==> src/rtl/mem_stage_ctrl.sv <==
// Memory-stage controller: accepts one execute-stage result, sequences a multi-cycle data
// memory access (with stall/retry), and presents the writeback result on a valid/ready
// handshake. Synchronous active-high reset.
// Optional feature: define ALIGN_CHECK_EN to flag odd-address memory ops via err_o
// instead of issuing them; when undefined err_o is constant 0.
module mem_stage_ctrl (
    input  logic        clk_i,
    input  logic        rst_i,
    // execute-stage result interface
    input  logic        ex_valid_i,
    output logic        ex_ready_o,
    input  logic [15:0] ex_aluOut_i,
    input  logic [15:0] ex_wrData_i,
    input  logic        ex_memRead_i,
    input  logic        ex_memWrite_i,
    input  logic        ex_regWrite_i,
    input  logic [2:0]  ex_writeReg_i,
    // data memory interface
    output logic        mem_rd_o,
    output logic        mem_wr_o,
    output logic [15:0] mem_addr_o,
    output logic [15:0] mem_wdata_o,
    input  logic        mem_stall_i,
    input  logic        mem_done_i,
    input  logic [15:0] mem_rdata_i,
    // writeback interface
    output logic        wb_valid_o,
    input  logic        wb_ready_i,
    output logic [15:0] wb_data_o,
    output logic        wb_regWrite_o,
    output logic [2:0]  wb_writeReg_o,
    output logic        err_o
);

    typedef enum logic [1:0] {StIdle, StReq, StWait, StResp} state_e;

    state_e      state_q;
    logic        mem_rd_q, mem_wr_q;
    logic [15:0] mem_addr_q, mem_wdata_q;
    logic        is_load_q;
    logic        regwrite_q;
    logic        wb_valid_q, wb_regWrite_q, err_q;
    logic [15:0] wb_data_q;
    logic [2:0]  wb_writeReg_q;

    logic accept, mem_op, is_store, is_load, misalign, complete;

    // Decode the incoming op and detect completion of the outstanding access
    always_comb begin
        accept   = ex_valid_i & ex_ready_o;
        is_store = ex_memWrite_i;                   // read+write together counts as a store
        is_load  = ex_memRead_i & ~ex_memWrite_i;
        mem_op   = ex_memRead_i | ex_memWrite_i;
`ifdef ALIGN_CHECK_EN
        misalign = ex_aluOut_i[0];
`else
        misalign = 1'b0;
`endif
        complete = ((state_q == StReq) & ~mem_stall_i & mem_done_i) |
                   ((state_q == StWait) & mem_done_i);
    end

    // Control FSM with registered memory and writeback outputs
    always_ff @(posedge clk_i) begin
        if (rst_i) begin
            state_q       <= StIdle;
            mem_rd_q      <= 1'b0;
            mem_wr_q      <= 1'b0;
            mem_addr_q    <= 16'h0;
            mem_wdata_q   <= 16'h0;
            is_load_q     <= 1'b0;
            regwrite_q    <= 1'b0;
            wb_valid_q    <= 1'b0;
            wb_regWrite_q <= 1'b0;
            wb_data_q     <= 16'h0;
            wb_writeReg_q <= 3'h0;
            err_q         <= 1'b0;
        end else begin
            case (state_q)
                StIdle: begin
                    if (accept) begin
                        wb_data_q     <= ex_aluOut_i;
                        wb_writeReg_q <= ex_writeReg_i;
                        is_load_q     <= is_load;
                        if (mem_op && misalign) begin
                            state_q       <= StResp;
                            wb_valid_q    <= 1'b1;
                            wb_regWrite_q <= 1'b0;
                            err_q         <= 1'b1;
                        end else if (mem_op) begin
                            state_q     <= StReq;
                            mem_rd_q    <= is_load;
                            mem_wr_q    <= is_store;
                            mem_addr_q  <= ex_aluOut_i;
                            mem_wdata_q <= ex_wrData_i;
                            regwrite_q  <= ex_regWrite_i & is_load;
                        end else begin
                            state_q       <= StResp;
                            wb_valid_q    <= 1'b1;
                            wb_regWrite_q <= ex_regWrite_i;
                        end
                    end
                end
                StReq: begin
                    // A stall keeps the request asserted unchanged for a retry
                    if (!mem_stall_i) begin
                        mem_rd_q <= 1'b0;
                        mem_wr_q <= 1'b0;
                        state_q  <= StWait;
                    end
                end
                StWait: ;
                StResp: begin
                    if (wb_ready_i) begin
                        state_q       <= StIdle;
                        wb_valid_q    <= 1'b0;
                        wb_regWrite_q <= 1'b0;
                        err_q         <= 1'b0;
                    end
                end
                default: state_q <= StIdle;
            endcase

            // Completion overrides the REQ->WAIT transition on a single-cycle hit
            if (complete) begin
                state_q       <= StResp;
                wb_valid_q    <= 1'b1;
                wb_regWrite_q <= regwrite_q;
                if (is_load_q) wb_data_q <= mem_rdata_i;
            end
        end
    end

    // Output drive
    always_comb begin
        ex_ready_o    = (state_q == StIdle) & ~rst_i;
        mem_rd_o      = mem_rd_q;
        mem_wr_o      = mem_wr_q;
        mem_addr_o    = mem_addr_q;
        mem_wdata_o   = mem_wdata_q;
        wb_valid_o    = wb_valid_q;
        wb_data_o     = wb_data_q;
        wb_regWrite_o = wb_regWrite_q;
        wb_writeReg_o = wb_writeReg_q;
        err_o         = err_q;
    end

endmodule

==> config.mk <==
export PLATFORM = sky130hd
export DESIGN_NAME = mem_stage_ctrl
export DESIGN_NICKNAME = d
export VERILOG_FILES = /design/src/rtl/mem_stage_ctrl.sv
export SDC_FILE = /design/constraint.sdc
export NUM_CORES = 1
export LEC_CHECK = 0
export CORE_MARGIN = 2
export CORE_UTILIZATION = 55
export CTS_BUF_LIST = sky130_fd_sc_hd__clkbuf_16
export DETAILED_ROUTE_END_ITERATION = 12
export DONT_BUFFER_PORTS = 1
export PLACE_DENSITY = 0.7
export SYNTH_ARGS = -nofsm -noshare
export SYNTH_HDL_FRONTEND = slang
export SYNTH_SLANG_ARGS = --single-unit
==> constraint.sdc <==
create_clock -name clk_i -period 3.3 [get_ports clk_i]
set_input_delay 0.66 -clock clk_i [delete_from_list [all_inputs] [get_ports clk_i]]
set_output_delay 0.66 -clock clk_i [all_outputs]
set_load 0.05 [all_outputs]
==> impl_metrics.toml <==
[sta]
period_minus_slack_ns = 2.480
final_max_slew_viol_count = 0
max_freq_ghz = 0.4032
finalCritPeriodShare_pct = 75.16
setup_viol = 0
rsz0062_at_grt = "no"
tightest_slew_ns = 0.9200
clock_skew_ns = 0.005155
hold-worst-slack_ns = 0.4163
timing.final.hold_violations = 0
tns_ns = 0
relSlewSlack_pct = 38.54

[yosys]
async_flop_share_pct = 0
yosysSeqAreaShare_pct = 48.66
synth.most_common_cell = "nand2_1"
synth_cells = 305
synth-seq-cells = 59
ys_types = 30
ys.flop_type = "dfxtp_1"
synth_top_area_cell = "dfxtp_1"
yosysWarnings = 0
netlist_area_um2 = 2427
synth_top_area_share_pct = 48.66
avgSynthCellArea_um2 = 7.958
synth_top_cells_by_area = "dfxtp_1 (49%), nand2_1 (16%), a21oi_1 (7.2%)"
synthTopCellsByCount = "nand2_1 (106), dfxtp_1 (59), a21oi_1 (35)"
synth_nets = 370
synth_edf_count = 0

[clock_tree]
cts_tree = "done"
cts.path.max_buffers = 2
numCtsBuffers = 9
clock-root-buffer = "clkbuf_16"
post_cts_buffers = 0
cts.sink_count = 59
clock_latency_ns = 0.31
path_clk_slew_ns = 0.05
cts_hold_buf = 0
cts_resized = 0
htreeDepth = 3

[floorplanning]
rows = 24
die-area_um2 = 4960
start_util_pct = 56.53
coreArea_um2 = 4294
io_pins = 117
chipWidth_um = 70.43
die_height_um = 70.43

[critical_path]
cp-end-kind = "output pin"
worstSetupPathType = "register to output pin"
r2r_setup_slack_ns = 1.12
r2r-end = "mem_wdata_o[8]$_SDFFE_PP0P_"
startpoint_type = "register"
ff2ff_path_depth = 8
regToRegStartpoint = "state_q[0]$_SDFFE_PP0P_"
required_ns = 2.64
crit_fanout = 8
cp-startpoint = "state_q[0]$_SDFFE_PP0P_"
critPathArrivalTime_ns = 1.82
setup.worst_path.end = "ex_ready_o"

[cells_and_area]
drive_gt1_share_pct = 7.566
diodes = 0
nets = 364
area_delta_synth_final_pct = 12.01
n_fill_cell = 393

[detailed_routing]
dr.first_iter.drc_count = 109
route.vias.total = 2011
viasPerCell = 5.649
wl_um = 5482
ant_nets = 0
wl_per_cell_um = 15.40
route.met3.wl_um = 650
highest_layer = "met4"
met1_length_um = 2319
dr.pass1.iters = 4
dr_wl_met2_um = 2474
drcViolationCount = 0

[power]
leakagePower_uw = 0.0009962
power_density_nw_per_um2 = 904.2
p_total_uw = 2458
ir_worst_vdd_mv = 0.4504

[global_route]
grt_pass1_wl_um = 8680
antenna_found_initial = 0
overflow = 0
grt_max_degree = 66
grt_usage_pct = 22.19
grt_pass1_vias = 1845

[min_path]
worstHoldStart = "rst_i"
hold_path_class = "input pin to register"

[placed_design]
dp.final_hpwl_um = 3743
place_congestion = 0.7264
io_buffers = 0

[run_status]
outcome = "finished clean"

[run]
max_cap_viol_count = 0
registers in the layout, indices dropped and copies added, names as in the netlist:
signal	cells
state_q	2
mem_addr_o	16
is_load_q	1
mem_wr_o	1
wb_writeReg_o	3
wb_regWrite_o	1
wb_valid_o	1
wb_data_o	16
mem_wdata_o	16
regwrite_q	1
mem_rd_o	1
cell usage in the layout (no fill, tap or decap), drive strengths merged, types with 5 or more instances in the layout:
cell type,n
nand2,106
dfxtp,59
a21oi,35
nor2,24
a311oi,16
clkbuf,9
buf,6
nor2b,5
nand3b,5
ha,5
report_power, final:
group,total (uW),internal [uW],leakage (uW),switching (uW)
Clock,870,573,0.000144,298
Combinational,417,167,0.000372,250
Sequential,1170,812,0.000481,359
critical path, stage by stage (launching register included):
cell and delay, ns:
dfxtp_1 0.35, inv_1 0.10, ha_1 0.29, nor2b_1 0.77
worst min path at each step:
stage / slack (ns) / depth (start not counted) / to
5_1_grt: 0.40 / 1 / mem_addr_o[11]$_SDFFE_PP0P_
3_5_place_dp: 0.44 / 2 / is_load_q$_SDFFE_PP0P_
4_1_cts: 0.40 / 1 / mem_addr_o[9]$_SDFFE_PP0P_
2_1_floorplan: 0.44 / 2 / is_load_q$_SDFFE_PP0P_
6_report: 0.42 / 1 / wb_data_o[4]$_SDFF_PP0_
3_3_place_gp: 0.44 / 2 / is_load_q$_SDFFE_PP0P_
area by class of cell:
class / count / area, um2 / area share [%]
well taps: 52 / 65.06 / 2.393
flip-flops and latches: 59 / 1181 / 43.44
repair buffers: 6 / 45.04 / 1.657
inverters: 2 / 7.507 / 0.2761
clock buffers: 9 / 225.2 / 8.283
multi-input cells: 221 / 1135 / 41.74
clock inverters: 7 / 60.06 / 2.209
metrics by stage:
stage | setup slack [ns] | area, um2 | utilization (%) | cells
2_1_floorplan | 0.9817 | 2427 | - | 305
3_3_place_gp | 1.148 | 2434 | 56.67 | 340
3_5_place_dp | 1.080 | 2434 | 56.67 | 340
4_1_cts | 0.8064 | 2719 | 63.32 | 356
5_1_grt | 0.7151 | 2719 | 63.32 | 356
6_report | 0.8196 | 2719 | 63.32 | 356
layer usage:
metal	GRT usage, %	vias to the layer above
met2	33.65	97
met4	8.974	0
li1	-	1011
met5	0	-
met3	10.82	4
met1	26.88	899
cells by family after synthesis:
kind of cell	Yosys count	share of synthesized area, %
fa+ha+maj	5	2.577
simple gates	147	24.95
mux	3	1.340
flops	59	48.66
buf+inv	25	4.691
other cells	1	0.1545
compound gates	65	17.63
Note: power is estimated with default switching activity, not from simulation.
